==> src/rtl/thermometer_pkg.sv <==
// Shared types and helpers for the thermometer mask unit: request mode encoding,
// mask-width helper and the population count computed from the indices alone.
package thermometer_pkg;

    typedef enum logic [1:0] {
        THERM_LO = 2'd0,
        THERM_HI = 2'd1,
        ONEHOT   = 2'd2,
        RANGE    = 2'd3
    } mode_e;

    localparam int MaxInBitWidth = 16;

    typedef logic [MaxInBitWidth:0] count_t;

    function automatic int out_bit_width(input int in_bit_width);
        return 1 << in_bit_width;
    endfunction

    // Count of set bits, derived arithmetically so it never depends on the mask path.
    function automatic count_t thermo_count(input mode_e                    mode,
                                            input logic [MaxInBitWidth-1:0] a,
                                            input logic [MaxInBitWidth-1:0] b,
                                            input int                       in_bit_width);
        count_t wa;
        count_t wb;
        count_t wn;
        count_t one;
        count_t r;
        wa  = {1'b0, a};
        wb  = {1'b0, b};
        one = count_t'(1);
        wn  = one << in_bit_width;
        case (mode)
            THERM_LO: r = wa + one;
            THERM_HI: r = wn - wa;
            ONEHOT:   r = one;
            default:  r = (a <= b) ? (wb - wa + one) : (wn - (wa - wb) + one);
        endcase
        return r;
    endfunction

endpackage

==> src/rtl/thermometer_mask_unit_ge_decode.sv <==
// Combinational "k >= idx" thermometer decoder: bit k of ge is set when k >= idx.
module thermometer_ge_decode
    import thermometer_pkg::*;
#(
    parameter int InBitWidth  = 5,
    parameter int OutBitWidth = out_bit_width(InBitWidth)
) (
    input  logic [InBitWidth-1:0]  idx,
    output logic [OutBitWidth-1:0] ge
);

    always_comb begin
        ge = '0;
        for (int k = 0; k < OutBitWidth; k++) begin
            ge[k] = (InBitWidth'(k) >= idx);
        end
    end

endmodule

==> src/rtl/thermometer_mask_unit.sv <==
// Two-stage valid/ready mask generator (low/high thermometer, one-hot, wrapping range).
// Define THERM_MASK_SKID_EN to add a one-entry skid buffer and a registered in_ready.
module thermometer_mask_unit
    import thermometer_pkg::*;
#(
    parameter int InBitWidth  = 5,
    parameter int OutBitWidth = out_bit_width(InBitWidth)
) (
    input  logic                   clk,
    input  logic                   rst_n,
    input  logic                   in_valid,
    output logic                   in_ready,
    input  mode_e                  in_mode,
    input  logic [InBitWidth-1:0]  in_lo,
    input  logic [InBitWidth-1:0]  in_hi,
    output logic                   out_valid,
    input  logic                   out_ready,
    output logic [OutBitWidth-1:0] out_mask,
    output logic [InBitWidth:0]    out_ones
);

    logic                   s1_valid;
    logic                   s2_valid;
    logic                   s1_advance;
    logic                   s1_open;
    mode_e                  s1_mode;
    logic                   s1_wrap;
    logic [OutBitWidth-1:0] s1_ge;
    logic [OutBitWidth-1:0] s1_le;
    logic [InBitWidth:0]    s1_ones;

    logic                   src_valid;
    mode_e                  src_mode;
    logic [InBitWidth-1:0]  src_lo;
    logic [InBitWidth-1:0]  src_hi;

    assign s1_advance = !s2_valid || out_ready;
    assign s1_open    = !s1_valid || s1_advance;
    assign out_valid  = s2_valid;

`ifdef THERM_MASK_SKID_EN
    logic                  skid_empty;
    mode_e                 skid_mode;
    logic [InBitWidth-1:0] skid_lo;
    logic [InBitWidth-1:0] skid_hi;

    // A parked request always drains into stage 1 before any new one is taken.
    always_ff @(posedge clk) begin
        if (!rst_n) begin
            skid_empty <= 1'b1;
        end else if (!skid_empty) begin
            if (s1_open) skid_empty <= 1'b1;
        end else if (in_valid && !s1_open) begin
            skid_empty <= 1'b0;
            skid_mode  <= in_mode;
            skid_lo    <= in_lo;
            skid_hi    <= in_hi;
        end
    end

    assign in_ready  = skid_empty;
    assign src_valid = !skid_empty || in_valid;
    assign src_mode  = skid_empty ? in_mode : skid_mode;
    assign src_lo    = skid_empty ? in_lo   : skid_lo;
    assign src_hi    = skid_empty ? in_hi   : skid_hi;
`else
    assign in_ready  = rst_n && s1_open;
    assign src_valid = in_valid;
    assign src_mode  = in_mode;
    assign src_lo    = in_lo;
    assign src_hi    = in_hi;
`endif

    logic [InBitWidth-1:0]  b_eff;
    logic [InBitWidth-1:0]  b_inc;
    logic [OutBitWidth-1:0] ge_a;
    logic [OutBitWidth-1:0] ge_binc;
    logic [OutBitWidth-1:0] le_b;
    count_t                 count_full;
    logic                   count_unused;

    // Only RANGE uses in_hi; the other modes build le from a itself.
    assign b_eff = (src_mode == RANGE) ? src_hi : src_lo;
    assign b_inc = b_eff + InBitWidth'(1);

    thermometer_ge_decode #(.InBitWidth(InBitWidth), .OutBitWidth(OutBitWidth)) u_ge_a (
        .idx (src_lo),
        .ge  (ge_a)
    );

    thermometer_ge_decode #(.InBitWidth(InBitWidth), .OutBitWidth(OutBitWidth)) u_ge_b (
        .idx (b_inc),
        .ge  (ge_binc)
    );

    // b+1 wraps to zero at the top index, so that case is forced to all-ones.
    assign le_b = (&b_eff) ? '1 : ~ge_binc;

    assign count_full   = thermo_count(src_mode, MaxInBitWidth'(src_lo),
                                       MaxInBitWidth'(src_hi), InBitWidth);
    assign count_unused = ^count_full[MaxInBitWidth:InBitWidth+1];

    always_ff @(posedge clk) begin
        if (!rst_n) begin
            s1_valid <= 1'b0;
        end else if (s1_open) begin
            s1_valid <= src_valid;
            if (src_valid) begin
                s1_mode <= src_mode;
                s1_wrap <= (src_lo > src_hi);
                s1_ge   <= ge_a;
                s1_le   <= le_b;
                s1_ones <= count_full[InBitWidth:0];
            end
        end
    end

    logic [OutBitWidth-1:0] mask_d;

    always_comb begin
        case (s1_mode)
            THERM_LO: mask_d = s1_le;
            THERM_HI: mask_d = s1_ge;
            ONEHOT:   mask_d = s1_ge & s1_le;
            default:  mask_d = s1_wrap ? (s1_ge | s1_le) : (s1_ge & s1_le);
        endcase
    end

    always_ff @(posedge clk) begin
        if (!rst_n) begin
            s2_valid <= 1'b0;
            out_mask <= '0;
            out_ones <= '0;
        end else if (s1_advance) begin
            s2_valid <= s1_valid;
            if (s1_valid) begin
                out_mask <= mask_d;
                out_ones <= s1_ones;
            end
        end
    end

endmodule

==> config.mk <==
export PLATFORM = sky130hd
export DESIGN_NAME = thermometer_mask_unit
export DESIGN_NICKNAME = d
export VERILOG_FILES = /design/src/rtl/thermometer_pkg.sv /design/src/rtl/thermometer_mask_unit_ge_decode.sv /design/src/rtl/thermometer_mask_unit.sv
export SDC_FILE = /design/constraint.sdc
export NUM_CORES = 1
export LEC_CHECK = 0
export CORE_ASPECT_RATIO = 1.4
export CORE_MARGIN = 1
export CORE_UTILIZATION = 46
export DETAILED_ROUTE_END_ITERATION = 8
export PLACE_DENSITY = 0.7
export SYNTH_ARGS = -nofsm -noshare
export SYNTH_HDL_FRONTEND = slang
export SYNTH_SLANG_ARGS = --single-unit
==> constraint.sdc <==
create_clock -name clk -period 4.3 [get_ports clk]
set_input_delay 0.86 -clock clk [delete_from_list [all_inputs] [get_ports clk]]
set_output_delay 0.86 -clock clk [all_outputs]
set_load 0.01 [all_outputs]
# Word-level counts from Yosys, hierarchy flattened

Cells that the tools add are included.

Output and inout port bits: 40
Flip-flop bits (word level): 113
Input bits: 16

$lt $le $gt $ge: 66
Multiplexer cells: 5
Bitwise gates (word level): 3
Reduce and logical (&&, ||, !) cells: 10
$add $sub $neg: 8
Equal/unequal tests: 5

Operator list:

| kind                | count |
|---|---|
| $ge 5x5->1 const A  | 32 |
| $pmux 32 s3         | 1 |
| $ge 4x5->1 const A  | 16 |
| $ge 3x5->1 const A  | 8 |
| $and 32x32->32      | 1 |
| $mux 32             | 1 |
| $not 32->32         | 1 |
| $or 32x32->32       | 1 |
| $ge 1x5->1 const A  | 4 |
| $ge 2x5->1 const A  | 4 |
| $pmux 6 s3          | 1 |
| $add 6x2->6 const B | 2 |
| $sub 5x5->6         | 2 |
| $add 5x1->6 const B | 1 |
| $eq 2x2->1 const B  | 3 |
| $mux 6              | 1 |
| $sub 6x5->6 const A | 1 |
| $sub 6x6->6 const A | 1 |
| $add 5x1->5 const B | 1 |
| $gt 5x5->1          | 1 |
| $le 5x5->1          | 1 |
| $mux 5              | 1 |
| $reduce_and 5->1    | 1 |
| $eq 2x1->1 const B  | 2 |
| other kinds (6)     | 9 |

# Logic depth before layout (Yosys ltp)

Gate-level depths: netlist of run 1.

Depth after elaboration: 5
Mapped depth: 11

# Cells and area by module

A second synthesis of run 1 with hierarchy kept.

Cells, all modules: 547
Area total of the unflattened synthesis: 5596.6 um2

By module, submodules not included:

| module                | sequential area each (um2) | area an instance (um2) | cells each | times used |
|---|---|---|---|---|
| thermometer_mask_unit | 2992.9                     | 5083.6                 | 455        | 1 |
| thermometer_ge_decode | 0.0                        | 256.5                  | 46         | 2 |

# Worst setup path before layout of run 1

Ideal clock, no wire load.

Path type: in2reg
Start point: input out_ready
End point: register s1_ge[0] (enable)
Cell stages on the path: 3
Setup slack: 822 ps
Arrival: 3041 ps
Buffers on the path: 0
Cells stage by stage: nor2b_1 > a21boi_0 > and2_1

Word-level cells in the longest chain between the ends: 3

Ends and longest elaborated chain:

| element                           | RTL line                     | text |
|---|---|---|
| start, declared                   | thermometer_mask_unit.sv:17  | `input logic out_ready,` |
| $logic_or 1x1->1                  | thermometer_mask_unit.sv:37  | `assign s1_advance = !s2_valid \|\| out_ready;` |
| $logic_or 1x1->1                  | thermometer_mask_unit.sv:38  | `assign s1_open = !s1_valid \|\| s1_advance;` |
| $reduce_and 3->1 (no source line) | -                            |  |
| end signal, assigned              | thermometer_mask_unit.sv:111 | `s1_ge <= ge_a;` |
| end, declared                     | thermometer_mask_unit.sv:28  | `logic [OutBitWidth-1:0] s1_ge;` |

No other way between the ends.
A chain may end at the register's enable or synchronous reset.

# Worst setup path in the final report of run 1

Start point: input in_lo[0]
End point: register s1_ones[5] (data pin)

Word-level cells in the longest chain between the ends: 5
Elaborated cells between the ends (all ways): 10
Classes of those cells: add/sub: 7; order compare: 1; mux: 2

Ends and longest elaborated chain:

| element              | RTL line                     | text |
|---|---|---|
| start, declared      | thermometer_mask_unit.sv:14  | `input logic [InBitWidth-1:0] in_lo,` |
| $sub 5x5->6          | thermometer_pkg.sv:38        | `default: r = (a <= b) ? (wb - wa + one) : (wn - (wa - wb) + one);` |
| $sub 6x6->6          | thermometer_pkg.sv:38        |  |
| $add 6x2->6          | thermometer_pkg.sv:38        |  |
| $mux 6               | thermometer_pkg.sv:38        |  |
| $pmux 6 s3 *         | thermometer_pkg.sv:34        | `case (mode)` |
| via count_full[5]    | thermometer_mask_unit.sv:79  | `count_t count_full;` |
| end signal, assigned | thermometer_mask_unit.sv:113 | `s1_ones <= count_full[InBitWidth:0];` |
| end, declared        | thermometer_mask_unit.sv:30  | `logic [InBitWidth:0] s1_ones;` |

The timed path passes the listed nets; every way through them passes the cells marked *.

==> results of run 1 <==
[cell usage in the layout (no fill, tap or decap), types with 18 or more instances in the layout]
cell / n
ha_1: 19
o21ai_0: 92
edfxtp_1: 72
a31oi_1: 38
nand2_1: 31
dfxtp_1: 40
a21o_1: 33
inv_1: 23
clkdlybuf4s50_1: 55
nand3_1: 48
a21oi_1: 18
[per-layer routing]
metal  track usage, %  vias to the layer above
met5                0                        -
met4             13.5                        0
met3             2.66                       32
met2             39.3                      124
met1             27.5                     2036
li1                 -                     2077
[flip-flops by register name, summed over array words and instances, names as in the netlist]
register   flops
out_valid      1
out_ones       6
out_mask      32
s1_le         32
s1_ge         31
s1_ones        6
s1_wrap        1
s1_valid       1
s1_mode        2
[cell families after synthesis]
family	after synthesis	share of synthesized area, %
flip-flops	112	54.2
adder cells (fa/ha/maj)	21	5.08
multiplexers	4	0.962
AO/OA/AOI/OAI	204	22.2
buffers and inverters	63	4.53
XOR/XNOR	7	1.26
AND/OR/NAND/NOR	130	11.8
[power by group through the flow]
stage          registers (µW)  logic (µW)  clock network (µW)
6_report                 1250         380                 847
5_1_grt                  1260         423                 898
4_1_cts                  1250         383                 860
3_5_place_dp             1270         380                   0
3_3_place_gp             1270         373                   0
2_1_floorplan            1280         223                   0
[worst max-delay path: stages]
cell             delay (ps)
clkdlybuf4s50_1         620
inv_1                   220
ha_1                    260
ha_1                    170
inv_1                    80
fa_1                    190
nand2b_1                100
a2111oi_0               450
a311oi_1                110
xnor2_1                 220
a22oi_1                 120
[metrics by stage]
stage / setup WS, ps / instance area (µm²) / hold slack, ps / power [µW]
finish: 973 / 6470 / 472 / 2480
global route: 738 / 6470 / 494 / 2580
CTS: 994 / 6470 / 473 / 2490
detailed placement: 632 / 6170 / 461 / 1650
global placement: 590 / 6170 / 454 / 1650
floorplan: 822 / 5470 / 482 / 1500
[final cells by class]
| class | instances | area, µm² |
|---|---|---|
| Sequential cell | 112 | 2960 |
| Inverter | 24 | 90.1 |
| Multi-Input combinational cell | 366 | 2270 |
| Fill cell | 997 | 4980 |
| Clock buffer | 10 | 229 |
| Timing Repair Buffer | 69 | 668 |
| Tap cell | 144 | 180 |
| Clock inverter | 6 | 73.8 |
[worst paths after layout]
check               from           end  slack [ps]  depth (start not counted)
max reg2reg   s1_mode[1]  out_mask[24]        2290                          4
min          out_ones[5]   out_ones[5]         470                          2
max             in_lo[0]    s1_ones[5]         970                         11
min reg2reg  out_ones[5]   out_ones[5]         470                          2
==> results.py, run 1 <==
metrics = {
    "global_route": {
        "grt_antenna_before_repair": 0,
        "grt_pass1_wl_um": 21100,
        "gr-total-overflow": 0,
        "grt_start_max_net_pins": 73,
        "grt_pass1_vias": 4046,
        "grt.total_usage_pct": 22.8,
    },
    "synth": {
        "ys_seq_area_share_pct": 54.2,
        "syn_inst": 541,
        "synth_top_area_share_pct": 39.6,
        "synth_top_area_cell": "edfxtp_1",
        "ys_ff_latch": 112,
        "syn-num-nets": 578,
        "syn_area_mm2": 0.00547,
        "synth_ff_type": "edfxtp_1",
        "async_flop_share_pct": 0,
        "synth_commonest_cells": "o21ai_0, edfxtp_1, nand3_1",
        "synth_edf_count": 72,
        "synth_top_cells_by_area": "edfxtp_1, dfxtp_1, o21ai_0, a21o_1, nand3_1",
        "avgSynthCellArea_um2": 10.1,
        "synth_warnings": 0,
        "yosysMostFrequentCell": "o21ai_0",
        "synth.distinct_cells": 48,
    },
    "floorplan": {
        "initial_core_util_pct": 47.7,
        "placement_rows": 46,
        "dieWidth_um": 94.1,
        "core_area_mm2": 0.0115,
        "die_area_mm2": 0.0123,
        "ioPinCount": 56,
        "fp.dieH_um": 131,
    },
    "routing": {
        "wl_per_cell_um": 17.8,
        "m1WireLength_um": 5280,
        "num_vias": 4269,
        "vias_per_cell": 5.84,
        "initialDrtViolationCount": 381,
        "wl_met2_um": 6700,
        "wl_met3_um": 533,
        "ant_nets": 0,
        "drt_first_pass_iters": 5,
        "drc": 0,
        "top_layer": "met4",
        "drt-total-wl_um": 13000,
    },
    "setup_path": {
        "critical_path_required_ps": 4380,
        "worstSetupPathType": "in -> reg",
        "cp_max_fo": 8,
        "start_kind": "input port",
        "endpoint_kind": "register",
        "cp.arrival_ps": 3410,
    },
    "placed_design": {
        "post-dp-hpwl_um": 9170,
        "io_buffers": 55,
        "place_congestion": 0.864,
        "placed_cells": 715,
    },
    "finish": {
        "fin_nets": 619,
        "fin_util_pct": 56.5,
        "diodes": 0,
        "final_layout_size_suffix_gt1_share_pct": 6.47,
        "syn_to_final_growth_pct": 18.4,
        "stdcell_count": 731,
    },
    "power_and_ir_drop": {
        "irDropWorstVdd_mv": 0.221,
        "cellPowerDensity_mw_per_mm2": 383,
        "pwr-share-seq_pct": 50.5,
        "p_comb_share_pct": 15.3,
        "switchingPower_uw": 639,
        "swShare_pct": 25.8,
        "pwr-share-clk_pct": 34.2,
        "cellInternalPower_uw": 1840,
        "leakagePower_uw": 0.00244,
    },
    "sta": {
        "fmaxAchievable_mhz": 301,
        "worst_pin_slew_ps": 1090,
        "final_max_slew_viol_count": 0,
        "finalSetupViolations": 0,
        "hold_viol": 0,
        "period_needed_ps": 3330,
        "slew_headroom_pct": 27.2,
        "finalSetupTns_ps": 0,
        "skew_ps": 7.69,
        "rsz0062_at_grt": "false",
        "fin_crit_sh_pct": 77.4,
    },
    "flow_run": {
        "cap_violations": 0,
    },
    "outcome": {
        "outcome": "finished, final reports clean",
    },
    "hold_path": {
        "hold_class": "reg -> reg",
    },
    "cts": {
        "cts_buffer_depth": 2,
        "cts.htree.levels": 3,
        "cts_setup_buffers": 0,
        "root_buffer": "clkbuf_16",
        "cts_made_buffers": 9,
        "postCtsHoldBufs": 0,
        "cts_tree": "done",
        "clock_latency_ps": 350,
        "ctsResizeCount": 0,
        "cts.reportedPaths.clkPinSlew_ps": 80,
        "cts_sinks": 112,
    },
}
(Power assumes the default switching activity.)
==> run 2: changes to the inputs <==
--- a/config.mk
+++ b/config.mk
@@ -9,7 +9,7 @@
 export CORE_MARGIN = 1
 export CORE_UTILIZATION = 46
 export DETAILED_ROUTE_END_ITERATION = 8
-export PLACE_DENSITY = 0.7
+export PLACE_DENSITY = 0.72
 export SYNTH_ARGS = -nofsm -noshare
 export SYNTH_HDL_FRONTEND = slang
 export SYNTH_SLANG_ARGS = --single-unit
==> constraint.sdc (replaced) <==
create_clock -name clk -period 2.8 [get_ports clk]
set_input_delay 0.56 -clock clk [delete_from_list [all_inputs] [get_ports clk]]
set_output_delay 0.56 -clock clk [all_outputs]
set_load 0.01 [all_outputs]
==> run 2 against run 1 <==
Against the previous run:
- worst hold slack got worse by 5.1 ps
- sequential cell count did not move
- sequential share of layout area fell by 2.1 points
- first-iteration DRC count fell by 34%
- worst setup slack got worse by 820 ps
- cell area rose by 4.8%
- clock power rose by 43%
- register-to-register slack got worse by 1500 ps
==> results.py, run 2 (synthesis gave the netlist of run 1 again) <==
metrics = {
    "setup_path": {
        "cp_cell_sequence": "clkdlybuf4s50_1 > and2_1 > mux2i_1 > inv_1 > ha_1 > a21boi_0 > ha_1 > nand3b_1 > buf_12 > o21ai_0",
        "crit_end": "s1_le[25]",
        "rr_startpoint": "s1_mode[1]",
        "crit_path_start": "in_mode[1]",
        "rr_endpoint": "out_mask[1]",
        "endpoint_kind": "register",
        "cp.arrival_ps": 2820,
        "cp_slowest_cell": "clkdlybuf4s50_1",
        "cp_top_family": "buffers and inverters",
        "worstSetupPathType": "in -> reg",
        "r2r_cells": 4,
        "cp.depth": 10,
        "start_kind": "input port",
        "r2r_setup_slack_ps": 820,
        "cp_max_fo": 9,
        "critPathMaxStageDelay_ps": 480,
        "crit_top_cell": "ha_1",
        "cp.buffers_inverters": 3,
        "critical_path_required_ps": 2970,
    },
    "cts": {
        "cts_sinks": 112,
        "cts_setup_buffers": 0,
        "cts.reportedPaths.clkPinSlew_ps": 70,
        "root_buffer": "clkbuf_16",
        "cts_tree": "done",
        "clock_latency_ps": 350,
        "cts_buffer_depth": 2,
        "cts.htree.levels": 3,
        "postCtsHoldBufs": 0,
        "cts_made_buffers": 9,
        "ctsResizeCount": 0,
    },
    "flow_run": {
        "cap_violations": 0,
    },
    "placed_design": {
        "place_congestion": 0.875,
        "post-dp-hpwl_um": 8970,
        "placed_cells": 750,
        "place_area_mm2": 0.00647,
        "io_buffers": 55,
    },
    "floorplan": {
        "die_area_mm2": 0.0123,
        "core_area_mm2": 0.0115,
        "placement_rows": 46,
        "ioPinCount": 56,
        "initial_core_util_pct": 47.7,
        "fp.dieH_um": 131,
        "dieWidth_um": 94.1,
    },
    "sta": {
        "finalSetupTns_ps": 0,
        "worst_pin_slew_ps": 1110,
        "period_needed_ps": 2650,
        "slew_headroom_pct": 25.9,
        "final_max_slew_viol_count": 0,
        "hold_viol": 0,
        "fmaxAchievable_mhz": 378,
        "rsz0062_at_grt": "false",
        "hold_slack_ps": 467,
        "fin_crit_sh_pct": 94.6,
        "skew_ps": 7.68,
        "finalSetupViolations": 0,
    },
    "routing": {
        "initialDrtViolationCount": 253,
        "ant_nets": 0,
        "drt-total-wl_um": 13000,
        "wl_per_cell_um": 17.0,
        "vias_per_cell": 5.81,
        "drt_first_pass_iters": 5,
        "num_vias": 4454,
        "drc": 0,
    },
    "finish": {
        "final_cell_area_mm2": 0.00678,
        "syn_to_final_growth_pct": 24.1,
        "stdcell_count": 766,
        "ff_latch_area_mm2": 0.00296,
        "top_regs": "out_mask: 32 flops, s1_le: 32 flops, s1_ge: 31 flops",
        "final_layout_size_suffix_gt1_share_pct": 12.7,
        "layout_commonest_cell": "o21ai_0",
        "final_cell_mix": "o21ai_0, edfxtp_1, clkdlybuf4s50_1",
        "fin_nets": 654,
        "fill_cells": 963,
        "multi_input_area_mm2": 0.00229,
        "diodes": 0,
    },
    "global_route": {
        "grt.total_usage_pct": 22.2,
        "grt_start_max_net_pins": 73,
        "grt_pass1_wl_um": 20700,
        "grt_antenna_before_repair": 0,
        "gr-total-overflow": 0,
        "grt_pass1_vias": 4291,
    },
    "outcome": {
        "outcome": "finished, final reports clean",
    },
    "power_and_ir_drop": {
        "cellPowerDensity_mw_per_mm2": 559,
        "leakagePower_uw": 0.00263,
        "irDropWorstVdd_mv": 0.244,
    },
    "hold_path": {
        "hold_class": "reg -> reg",
        "min-delay-start": "out_ones[2]",
    },
}
-- run 2: per-layer routing --
layer,share of wire [%],global-route usage (%),vias up
met5,0,0,-
met4,4.0,12.3,0
met3,3.9,3.82,33
met2,50,38.4,143
met1,42,26.1,2133
li1,-,-,2145
-- run 2: per-stage QoR --
stage                     setup WS [ps]  total power (µW)  utilization [%]
after floorplan                    47.2              2310                -
after global placement             -193              2590             56.5
after detailed placement           -313              2610             56.5
after CTS                          70.6              3800             59.0
after global routing               14.4              3940             59.2
final                               152              3790             59.2
-- run 2: worst min-delay path by stage --
stage,end,slack [ps],depth (start not counted)
after floorplan,out_mask[31],480,2
after global placement,out_ones[3],450,2
after detailed placement,out_ones[2],460,2
after CTS,out_ones[2],470,2
after global routing,out_ones[2],490,2
final,out_ones[2],470,2
-- run 2: layout make-up --
type,count,area share (%)
clock buffers,10,3.52
clock inverters,6,0.646
inverters,24,1.33
multi-input cells,366,33.8
flip-flops and latches,112,43.7
well taps,144,2.66
repair buffers,104,14.3
-- run 2: worst min-delay path: cells and delay by family (launching register included) --
family / cells / cell delay [ps]
DFF: 1 / 310
and+or+nand+nor: 1 / 40
AOI/OAI and AO/OA: 1 / 70
-- run 2: power by group --
part,switching [µW],total [µW],internal (µW),leakage (µW)
Sequential,46.0,1920,1870,0.00103
Combinational,362,668,305,0.00147
Clock,576,1210,631,0.000139
Total,984,3790,2810,0.00263
==> run 3: changes to the inputs <==
--- a/config.mk
+++ b/config.mk
@@ -9,7 +9,9 @@
 export CORE_MARGIN = 1
 export CORE_UTILIZATION = 46
 export DETAILED_ROUTE_END_ITERATION = 8
+export GPL_ROUTABILITY_DRIVEN = 0
 export PLACE_DENSITY = 0.72
+export RECOVER_POWER = 25
 export SYNTH_ARGS = -nofsm -noshare
 export SYNTH_HDL_FRONTEND = slang
 export SYNTH_SLANG_ARGS = --single-unit
==> constraint.sdc (replaced) <==
create_clock -name clk -period 2.8 [get_ports clk]
set_input_delay 0.56 -clock clk [delete_from_list [all_inputs] [get_ports clk]]
set_output_delay 0.56 -clock clk [all_outputs]
set_load 0.05 [all_outputs]
==> run 3 against run 2 <==
Against the previous run:
- sequential share of layout area decreased by 0.23 points
- clock power up 9.9%
- first-iteration DRC count increased by 37%
- critical path type unchanged
- critical endpoint is now s1_ones[5]
- largest cell class unchanged
- largest power group unchanged
==> results.py, run 3 (synthesis gave the netlist of run 1 again) <==
metrics = {
    "setup_path": {
        "start_kind": "input port",
        "crit_top_cell": "inv_1",
        "crit_path_start": "in_hi[1]",
        "rr_startpoint": "out_valid",
        "critical_path_required_ps": 2890,
        "endpoint_kind": "register",
        "cp_cell_sequence": "clkdlybuf4s50_1 > inv_1 > ha_1 > inv_1 > ha_1 > inv_1 > fa_2 > nor2b_2 > buf_4 > a21o_1 > a311oi_2 > xnor2_1 > a22oi_1",
        "cp_top_family": "buffers and inverters",
        "cp.buffers_inverters": 5,
        "cp.arrival_ps": 2790,
        "r2r_setup_slack_ps": 560,
        "worstSetupPathType": "in -> reg",
        "crit_end": "s1_ones[5]",
        "cp_slowest_cell": "clkdlybuf4s50_1",
        "cp_max_fo": 2,
        "r2r_cells": 4,
        "cp.depth": 13,
        "critPathMaxStageDelay_ps": 490,
        "rr_endpoint": "s1_le[27]",
    },
    "sta": {
        "finalSetupTns_ps": 0,
        "hold_viol": 0,
        "final_max_slew_viol_count": 0,
        "fmaxAchievable_mhz": 371,
        "period_needed_ps": 2700,
        "worst_pin_slew_ps": 1360,
        "hold_slack_ps": 479,
        "fin_crit_sh_pct": 96.4,
        "finalSetupViolations": 0,
        "rsz0062_at_grt": "true",
        "skew_ps": 6.98,
        "slew_headroom_pct": 9.06,
    },
    "cts": {
        "cts.htree.levels": 3,
        "cts_buffer_depth": 2,
        "cts_sinks": 112,
        "clock_latency_ps": 350,
        "cts_tree": "done",
        "root_buffer": "clkbuf_16",
        "cts_made_buffers": 9,
        "cts_setup_buffers": 0,
        "cts.reportedPaths.clkPinSlew_ps": 80,
    },
    "floorplan": {
        "core_area_mm2": 0.0115,
        "initial_core_util_pct": 47.7,
        "ioPinCount": 56,
        "placement_rows": 46,
        "fp.dieH_um": 131,
        "dieWidth_um": 94.1,
        "die_area_mm2": 0.0123,
    },
    "finish": {
        "fin_nets": 657,
        "top_regs": "out_mask: 32 flops, s1_le: 32 flops, s1_ge: 31 flops",
        "final_cell_area_mm2": 0.00682,
        "syn_to_final_growth_pct": 24.7,
        "final_cell_mix": "o21ai_0, edfxtp_1, clkdlybuf4s50_1",
        "layout_commonest_cell": "o21ai_0",
        "fin_util_pct": 59.5,
        "final_layout_size_suffix_gt1_share_pct": 12.5,
        "fill_cells": 971,
        "diodes": 0,
    },
    "global_route": {
        "grt_pass1_wl_um": 21300,
        "grt.met2_usage_pct": 39.1,
        "grt_pass1_vias": 4262,
        "grt_antenna_before_repair": 0,
        "use_met1_pct": 27.2,
        "grt.total_usage_pct": 22.8,
        "grt_start_max_net_pins": 73,
        "met3_usage_pct": 4.22,
        "top_usage_layer": "met2",
        "gr-total-overflow": 0,
    },
    "placed_design": {
        "place_area_mm2": 0.00651,
        "post-dp-hpwl_um": 9320,
        "io_buffers": 55,
    },
    "power_and_ir_drop": {
        "pwr-share-clk_pct": 33.0,
        "cellInternalPower_uw": 2890,
        "swShare_pct": 28.2,
        "switchingPower_uw": 1140,
        "p_comb_share_pct": 19.3,
        "pwr-share-seq_pct": 47.7,
        "cellPowerDensity_mw_per_mm2": 591,
        "irDropWorstVdd_mv": 0.361,
        "leakagePower_uw": 0.00263,
    },
    "hold_path": {
        "hold_class": "reg -> reg",
    },
    "outcome": {
        "outcome": "finished, final reports clean",
    },
    "routing": {
        "drt-total-wl_um": 13200,
        "wl_per_cell_um": 17.2,
        "drc": 0,
        "vias_per_cell": 5.83,
        "ant_nets": 0,
        "initialDrtViolationCount": 346,
        "drt_first_pass_iters": 5,
        "num_vias": 4485,
    },
    "flow_run": {
        "cap_violations": 0,
    },
}
## run 3: routing by layer
metal | up-vias | part of all wire (%)
li1 | 2148 | -
met1 | 2152 | 40
met2 | 154 | 52
met3 | 31 | 4.7
met4 | 0 | 3.4
met5 | - | 0
## run 3: final cells by class
type | count | area, µm² | area share [%]
clock buffers | 9 | 225 | 3.30
inverters | 24 | 90.1 | 1.32
repair buffers | 107 | 970 | 14.2
multi-input cells | 366 | 2300 | 33.8
clock inverters | 7 | 85.1 | 1.25
flip-flops and latches | 112 | 2960 | 43.5
well taps | 144 | 180 | 2.64
## run 3: worst min-delay path by stage
stage	start	end	depth (start not counted)
global route	out_ones[2]	out_ones[2]	2
finish	out_ones[2]	out_ones[2]	2
detailed placement	out_ones[2]	out_ones[2]	2
CTS	out_ones[2]	out_ones[2]	2
global placement	out_ones[3]	out_ones[3]	2
floorplan	s1_le[31]	out_mask[31]	2
## run 3: what timing repair did
action                     CTS  global route
setup endpoints to repair    0             2
hold buffers                 0             0
resized for setup            0             7
## run 3: power by group through the flow
| stage | Clock, µW | Sequential, µW | Combinational [µW] |
|---|---|---|---|
| floorplan | 0 | 2070 | 349 |
| global placement | 0 | 1950 | 756 |
| detailed placement | 0 | 1960 | 771 |
| CTS | 1350 | 1920 | 777 |
| global route | 1420 | 1930 | 843 |
| finish | 1330 | 1920 | 778 |
## run 3: worst reg2reg max path: cells and delay by family (launching register included)
family          cells  cell delay [ps]
compound gates      1              380
flops               1              310
simple gates        2              360
buf+inv             1              760
## run 3: metrics by stage
step	setup slack, ps	power (µW)	std cells
floorplan	47.2	2420	541
global placement	-201	2710	753
detailed placement	-352	2730	753
CTS	28.6	4050	769
global route	-55.6	4190	769
finish	101	4030	769
